File: src/rtl/sad_min_tracker.sv
// sad_min_tracker: tags each candidate presented to the SAD pipeline with its
// (x, y) position and delays the tag by the pipeline latency. It tracks the
// minimum SAD and its position over one search pass and pulses `done` when
// the pass has fully retired.
// Optional feature: define SAD_MIN_TRACKER_THRESH_EN to add the sad_threshold
// input and the sticky `found` output.
module sad_min_tracker #(
   parameter int unsigned SAD_LATENCY = 4,
   parameter int unsigned COORD_W     = 8,
   parameter int unsigned CNT_W       = 16
) (
   input  logic               Bus2IP_Clk,
   input  logic               Bus2IP_Reset,
   input  logic               start,
   input  logic               cand_valid,
   input  logic               cand_last,
   input  logic [COORD_W-1:0] cand_x,
   input  logic [COORD_W-1:0] cand_y,
   input  logic [31:0]        sad,
`ifdef SAD_MIN_TRACKER_THRESH_EN
   input  logic [31:0]        sad_threshold,
   output logic               found,
`endif
   output logic               busy,
   output logic               done,
   output logic [31:0]        best_sad,
   output logic [COORD_W-1:0] best_x,
   output logic [COORD_W-1:0] best_y,
   output logic [CNT_W-1:0]   cand_count
);

   typedef enum logic [1:0] {IDLE, RUN, DRAIN, DONE} state_t;

   typedef struct packed {
      logic               v;
      logic               l;
      logic [COORD_W-1:0] x;
      logic [COORD_W-1:0] y;
   } tag_t;

   state_t state, state_nxt;
   tag_t   line [SAD_LATENCY];
   tag_t   tag_in;
   tag_t   tag_ret;
   logic   pass_init;

   // Candidates are only accepted while the pass is running.
   always_comb begin
      tag_in   = '0;
      tag_in.v = cand_valid & (state == RUN);
      tag_in.l = cand_valid & cand_last & (state == RUN);
      tag_in.x = cand_x;
      tag_in.y = cand_y;
   end

   assign tag_ret   = line[SAD_LATENCY-1];
   assign pass_init = (state == IDLE) & start;

   // Tag delay line: shifts every cycle, matching the stall-free SAD pipeline.
   always_ff @(posedge Bus2IP_Clk or posedge Bus2IP_Reset) begin
      if (Bus2IP_Reset) begin
         for (int unsigned i = 0; i < SAD_LATENCY; i++) line[i] <= '0;
      end else begin
         line[0] <= tag_in;
         for (int unsigned i = 1; i < SAD_LATENCY; i++) line[i] <= line[i-1];
      end
   end

   // State register.
   always_ff @(posedge Bus2IP_Clk or posedge Bus2IP_Reset) begin
      if (Bus2IP_Reset) state <= IDLE;
      else              state <= state_nxt;
   end

   // Next-state logic and state-decoded outputs.
   always_comb begin
      state_nxt = state;
      busy      = 1'b0;
      done      = 1'b0;
      case (state)
         IDLE: begin
            if (start) state_nxt = RUN;
         end
         RUN: begin
            busy = 1'b1;
            if (tag_in.l) state_nxt = DRAIN;
         end
         DRAIN: begin
            busy = 1'b1;
            if (tag_ret.v & tag_ret.l) state_nxt = DONE;
         end
         DONE: begin
            done      = 1'b1;
            state_nxt = IDLE;
         end
         default: state_nxt = IDLE;
      endcase
   end

   // Minimum tracking and retired-candidate count; ties keep the earlier one.
   always_ff @(posedge Bus2IP_Clk or posedge Bus2IP_Reset) begin
      if (Bus2IP_Reset) begin
         best_sad   <= '1;
         best_x     <= '0;
         best_y     <= '0;
         cand_count <= '0;
      end else if (pass_init) begin
         best_sad   <= '1;
         best_x     <= '0;
         best_y     <= '0;
         cand_count <= '0;
      end else if (tag_ret.v) begin
         if (cand_count != '1) cand_count <= cand_count + 1'b1;
         if (sad < best_sad) begin
            best_sad <= sad;
            best_x   <= tag_ret.x;
            best_y   <= tag_ret.y;
         end
      end
   end

`ifdef SAD_MIN_TRACKER_THRESH_EN
   // Sticky flag: some retired SAD in this pass was at or below the threshold.
   always_ff @(posedge Bus2IP_Clk or posedge Bus2IP_Reset) begin
      if (Bus2IP_Reset)                         found <= 1'b0;
      else if (pass_init)                       found <= 1'b0;
      else if (tag_ret.v && sad <= sad_threshold) found <= 1'b1;
   end
`endif

endmodule

File: config.mk
export PLATFORM = sky130hd
export DESIGN_NAME = sad_min_tracker
export DESIGN_NICKNAME = d
export VERILOG_FILES = /design/src/rtl/sad_min_tracker.sv
export SDC_FILE = /design/constraint.sdc
export NUM_CORES = 1
export LEC_CHECK = 0
export CAP_MARGIN = 20
export CORE_ASPECT_RATIO = 1.1
export CORE_MARGIN = 2
export CORE_UTILIZATION = 51
export DETAILED_ROUTE_END_ITERATION = 12
export GPL_ROUTABILITY_DRIVEN = 0
export PLACE_DENSITY = 0.77
export SLEW_MARGIN = 20
export SYNTH_ARGS = -nofsm -noshare
export SYNTH_HDL_FRONTEND = slang
export SYNTH_SLANG_ARGS = --single-unit
File: constraint.sdc
create_clock -name Bus2IP_Clk -period 4.7 [get_ports Bus2IP_Clk]
set_input_delay 0.47 -clock Bus2IP_Clk [delete_from_list [all_inputs] [get_ports Bus2IP_Clk]]
set_output_delay 0.47 -clock Bus2IP_Clk [all_outputs]
set_load 0.02 [all_outputs]
==> After elaboration in Yosys (flattened, before gate mapping) <==
Index checks and enable logic that the tools add are counted.
{ "classes": {"n_addsub": 1, "magnitude_cmp": 1, "n_eq_ne": 7, "n_mux": 18, "bitwise": 5, "reduce_logical": 8} }
{ "ops": {"columns": ["op", "n"], "rows": [
  ["32-bit 2-to-1 mux", 3],
  ["16-bit 2-to-1 mux", 3],
  ["8-bit 2-to-1 mux", 6],
  ["32-bit < comparator", 1],
  ["16-bit by 1-bit adder with 16-bit output (second input constant)", 1],
  ["16-bit inequality test (second input constant)", 1],
  ["2-bit case mux with 4 select lines", 1],
  ["2-bit 2-to-1 mux", 3],
  ["2-bit inequality test (second input constant)", 3],
  ["2-bit nonzero test", 3],
  ["1-bit AND", 5],
  ["2-bit == test (second input constant)", 2],
  ["2-bit AND reduction", 2],
  ["3-bit AND reduction", 1],
  ["2-bit by 1-bit == test with 1-bit output (second input constant)", 1],
  ["2-bit zero test", 1],
  ["1-bit 2-to-1 mux", 2],
  ["2-bit OR reduction", 1]
]} }
{ "totals": {"ff_bits": 138, "inputBits": 53, "wordCells": 61} }

==> Longest topological paths before layout <==
{ "depth": {"depth_word": 4, "depth_mapped": 10, "ltp_nobuf": 8} }

==> Worst setup path after synthesis <==
OpenSTA, ideal clock, no wires.
{ "synth_path": {"path_kind": "register -> register", "start": "register best_sad[6]", "end": "register best_sad[10]", "setup_ps": 75, "arrival_time_ps": 2461, "t_required_ps": 4625, "setup_slack_ps": 2164, "stages_incl_launch_ff": 11, "path_buffers": 2, "period_less_slack_ps": 2536, "path_cell_list": "dfstp_2 -> inv_1 -> ha_1 -> a21o_1 -> a211oi_1 -> o21ai_1 -> a2111o_1 -> a21oi_2 -> buf_6 -> buf_8 -> mux2i_1"} }
{ "synth_between": {"elab_chain_len": 3} }
{ "synth_rtl": {"columns": ["element", "line", "source"], "rows": [
  ["from (decl)", "26", "output logic [31:0] best_sad,"],
  ["from (signal assigned)", "103", "best_sad <= '1;"],
  ["from (signal assigned)", "108", "best_sad <= '1;"],
  ["from (signal assigned)", "115", "best_sad <= sad;"],
  ["32-bit < comparator", "114", "if (sad < best_sad) begin"],
  ["2-bit nonzero test (no source line)", null, null],
  ["2-bit AND reduction (no source line)", null, null]
]} }
Every way passes these cells.
A chain may end at the register's enable or synchronous reset.

==> Worst setup path in the final report <==
{ "layout_path": {"start": "register best_sad[6]", "end": "register best_y[1]"} }
{ "layout_between": {"elab_chain_len": 3} }
{ "layout_rtl": {"columns": ["element", "line", "source"], "rows": [
  ["32-bit < comparator", "114", null],
  ["2-bit nonzero test (no source line)", null, null],
  ["2-bit AND reduction (no source line)", null, null],
  ["to (signal assigned)", "117", "best_y <= tag_ret.y;"],
  ["to (decl)", "28", "output logic [COORD_W-1:0] best_y,"]
]} }
Every way passes these cells.

==> results list <==
- Total routing resource utilization after global routing: 0.202
- In this design, the stage delay of the slowest critical-path cell is 0.54 ns.
- First-pass GRT wire length: 19100 um
- Nets in the synthesized netlist: 594
- Combinational cell fraction of total power: 0.356
- Setup slack on the worst reg-to-reg path comes out at 1.91 ns.
* Total global routing overflow: 0
* Crit path time final: 2.79 ns
- Max-slew headroom: 0.371
- The number of hold violations in the final report came to 0.
- Placeable core region: 11000 um^2
* Detailed-route wire length: 11700 um
- Fillers: 782
* Portion of the clock cycle consumed by the worst path in the final layout: 0.594
- Startpoint Class: flip-flop
* Final nets: 716
- Counting distinct cell types in the post-synthesis netlist gives 37.
* Final worst hold slack: 0.347 ns
- Number of pins exceeding their max-slew limit in the final report: 0
- Among all cell types in the netlist, the one instantiated most often is sky130_fd_sc_hd__dfrtp_1.
- Detailed placement HPWL: 7820 um
* Post-CTS resize count: 0
* Crit. Startpoint: best_sad[6]
- Of the total power, the share spent switching nets is 0.347.
- Across all layers, the routed design uses 3945 vias.
- The clock tree synthesis step divided the H-tree into 4 levels.
* Final setup skew: 0.00631 ns
* Async SR Flop Fraction: 1.00
* Total Power Consumption: 4720 uW
- Post-route ant nets: 0
* Detail-routed via count per cell: 5.02
- The signal on the critical path passes through inv_1 > ha_1 > a21o_1 > a211oi_1 > o21ai_1 > a2111o_1 > a21oi_4 > buf_4 > mux2i_1.
- Clock-pin transition on the worst setup and hold timing paths: 0.06 ns
* Starting density of the core: 0.528
- Summed over all instances, the cell type with the most area after synthesis is sky130_fd_sc_hd__dfrtp_1.
- A synthesized cell averages 11.5 um^2.
- Buffer depth of the longest clock path: 2
- For this design, the slowest cell found on the critical path is sky130_fd_sc_hd__dfstp_2.
- Reg2reg path depth: 9
- Largest net degree at the start of global routing: 112
- For this run, the number of Yosys warnings is 0.
- Number of enable-type register cells in the synthesized netlist: 0
* TritonCTS buffer count: 17
* Number of antenna violations at the first check in global routing: 0
- The startpoint identified for the worst register-to-register timing path is best_sad[6].
* Share of post-route cells with drive strength above 1: 0.116
- The critical path ends at best_y[1].
* Floorplan die area: 12300 um^2
- The cell sitting at the root of the clock tree is a sky130_fd_sc_hd__clkbuf_16.
- DRT Pass-1 Iters: 6
* Fraction of the yosys area taken by sequential cells: 0.601
- Most instantiated flip-flop cell in the synthesis netlist: sky130_fd_sc_hd__dfrtp_1
* Area taken by multi-input logic gates: 2080 um^2
* Leakage: 0.00357 uW
- Counting instances in the post-synthesis netlist gives the leading cell types as 106 x sky130_fd_sc_hd__dfrtp_1, 82 x sky130_fd_sc_hd__nor2_1, 50 x sky130_fd_sc_hd__nand2_1, 49 x sky130_fd_sc_hd__mux2i_1, 37 x sky130_fd_sc_hd__ha_1.
- At the worst endpoint, the required time is 5.02 ns.
- Layout overhead on the synthesized area: 32.5%
- Synth Instances: 504
- TritonCTS built the clock tree.
- The later pin in the worst-skew pair is clocked with a latency of 0.41 ns.
- In this run the horizontal extent of the chip is 106 um.
* Flip-flop and latch count after synthesis: 138
- In the post-synthesis netlist, the biggest area contributors are sky130_fd_sc_hd__dfrtp_1 46%, sky130_fd_sc_hd__dfstp_2 14%, sky130_fd_sc_hd__mux2i_1 8.4%, sky130_fd_sc_hd__ha_1 8.0%, sky130_fd_sc_hd__nor2_1 5.3%.
- The worst path meets setup with 1.91 ns of slack.
* Switching pwr: 1640 uW
* Number of global-route vias before repair: 4006
* Outcome: complete, no violations
- Core Rows: 40
- Of the post-synthesis cell area, the dominant cell type holds 0.456.
- The critical path is of the reg -> reg type.
- Area of the mapped netlist: 5810 um^2
* Pre-CTS worst setup slack: 1.54 ns
- The count of buffers added on input and output ports is 118.
* Fraction of power consumed by sequential logic: 0.369
- After routing, the total negative slack on setup checks comes to 0 ns.
* Max IR drop VDD: 0.000326 V
* Maximum clock frequency: 358 MHz
- Sequential cell area: 3490 um^2
- Final setup violation count: 0
* DRC violation total after the first TritonRoute iteration: 132
- The share of total power dissipated in the clock network is 0.275.
- Clock Sinks: 138
* Slew of the pin with the lowest slew margin: 0.944 ns
* Path category of the worst min-delay check: reg -> reg
- Dividing total power by cell area gives a power density of 612 nW/um^2.
- Chip height: 116 um
- Maximum Capacitance Violations: 0
- Arrival time worst endpoint: 3.11 ns
- Along the worst path, the maximum fanout reaches 28.
* Antenna fix cells: 0
- The worst setup path is captured at a flip-flop.
* Reg-to-reg critical path endpoint: best_y[1]
- Setup repair after global routing left no endpoint under its margin.
- Routed length per placed instance: 14.9 um
* Top Ports: 119
- Total DRC errors in the routed layout: 0
* Hold buffer count at CTS: 0
* Internal power consumption: 3080 uW
- Post-CTS setup buffer count: 0
power groups by stage:
| stage | Sequential, uW | Combinational [uW] | Clock [uW] |
|---|---|---|---|
| 2_1_floorplan | 1950 | 798 | 0 |
| 3_3_place_gp | 1740 | 1620 | 0 |
| 3_5_place_dp | 1750 | 1680 | 0 |
| 4_1_cts | 1740 | 1700 | 1320 |
| 5_1_grt | 1770 | 1850 | 1380 |
| 6_report | 1740 | 1680 | 1300 |
worst min path at each step:
| stage | from | endpoint | cells past startpoint |
|---|---|---|---|
| after floorplan | line[18] | line[0] | 0 |
| after global placement | line[27] | line[9] | 0 |
| after detailed placement | line[33] | line[15] | 0 |
| after CTS | line[21] | line[3] | 0 |
| after global routing | line[56] | line[38] | 0 |
| final | line[46] | line[28] | 0 |
cells in the final DEF, fill, tap and decap left out, types with 3 or more instances in the layout:
cell	count
sky130_fd_sc_hd__clkdlybuf4s50_1	118
sky130_fd_sc_hd__dfrtp_1	106
sky130_fd_sc_hd__nor2_1	82
sky130_fd_sc_hd__nand2_1	50
sky130_fd_sc_hd__mux2i_1	49
sky130_fd_sc_hd__ha_1	37
sky130_fd_sc_hd__inv_1	34
sky130_fd_sc_hd__dfstp_2	32
sky130_fd_sc_hd__clkbuf_16	17
sky130_fd_sc_hd__a21oi_1	14
sky130_fd_sc_hd__nand3_1	13
sky130_fd_sc_hd__xnor2_1	12
sky130_fd_sc_hd__a211oi_1	8
sky130_fd_sc_hd__o21ai_0	7
sky130_fd_sc_hd__inv_6	6
sky130_fd_sc_hd__buf_4	6
sky130_fd_sc_hd__nand4_1	5
sky130_fd_sc_hd__and4_1	5
sky130_fd_sc_hd__a21boi_0	4
sky130_fd_sc_hd__nand2b_1	3
sky130_fd_sc_hd__and3_1	3
sky130_fd_sc_hd__clkinv_4	3
routing by layer:
| layer | vias to the layer above | track usage | part of all wire |
|---|---|---|---|
| li1 | 1919 | - | - |
| met1 | 1899 | 0.249 | 0.44 |
| met2 | 102 | 0.342 | 0.50 |
| met3 | 25 | 0.0484 | 0.041 |
| met4 | 0 | 0.0947 | 0.023 |
| met5 | - | 0 | 0 |
through the flow:
step,utilization,cells,cell area (um^2)
3_3_place_gp,0.646,754,7120
6_report,0.700,786,7700
4_1_cts,0.700,786,7700
5_1_grt,0.700,786,7700
3_5_place_dp,0.646,754,7120
2_1_floorplan,-,504,5810
flip-flops by register name, summed over array words and instances (netlist names):
name / flops
cand_count: 16
best_sad: 32
best_x: 8
best_y: 8
line: 72
state: 2
cell type report:
type | instances | share of cell area
flip-flops and latches | 138 | 0.454
multi-input cells | 310 | 0.270
repair buffers | 124 | 0.159
clock buffers | 19 | 0.0588
well taps | 147 | 0.0239
inverters | 35 | 0.0177
clock inverters | 13 | 0.0171
cell families (layout without fill, tap and decap cells):
group	after synthesis	after routing	share of synthesized area
and+or+nand+nor	166	166	0.121
DFF	138	138	0.601
buffers and inverters	56	191	0.0428
muxes	49	49	0.0844
AOI/OAI and AO/OA	45	45	0.0515
adders and majority gates	37	37	0.0797
xor gates and xnor gates	13	13	0.0196
worst max-delay path: cells and delay by family (launching register included):
kind | cells | cell delay, ns
muxes | 1 | 0.28
buffers and inverters | 2 | 0.48
adders and majority gates | 1 | 0.27
DFF | 1 | 0.54
AOI/OAI and AO/OA | 5 | 1.11
Note: power is estimated with default switching activity, not from simulation.
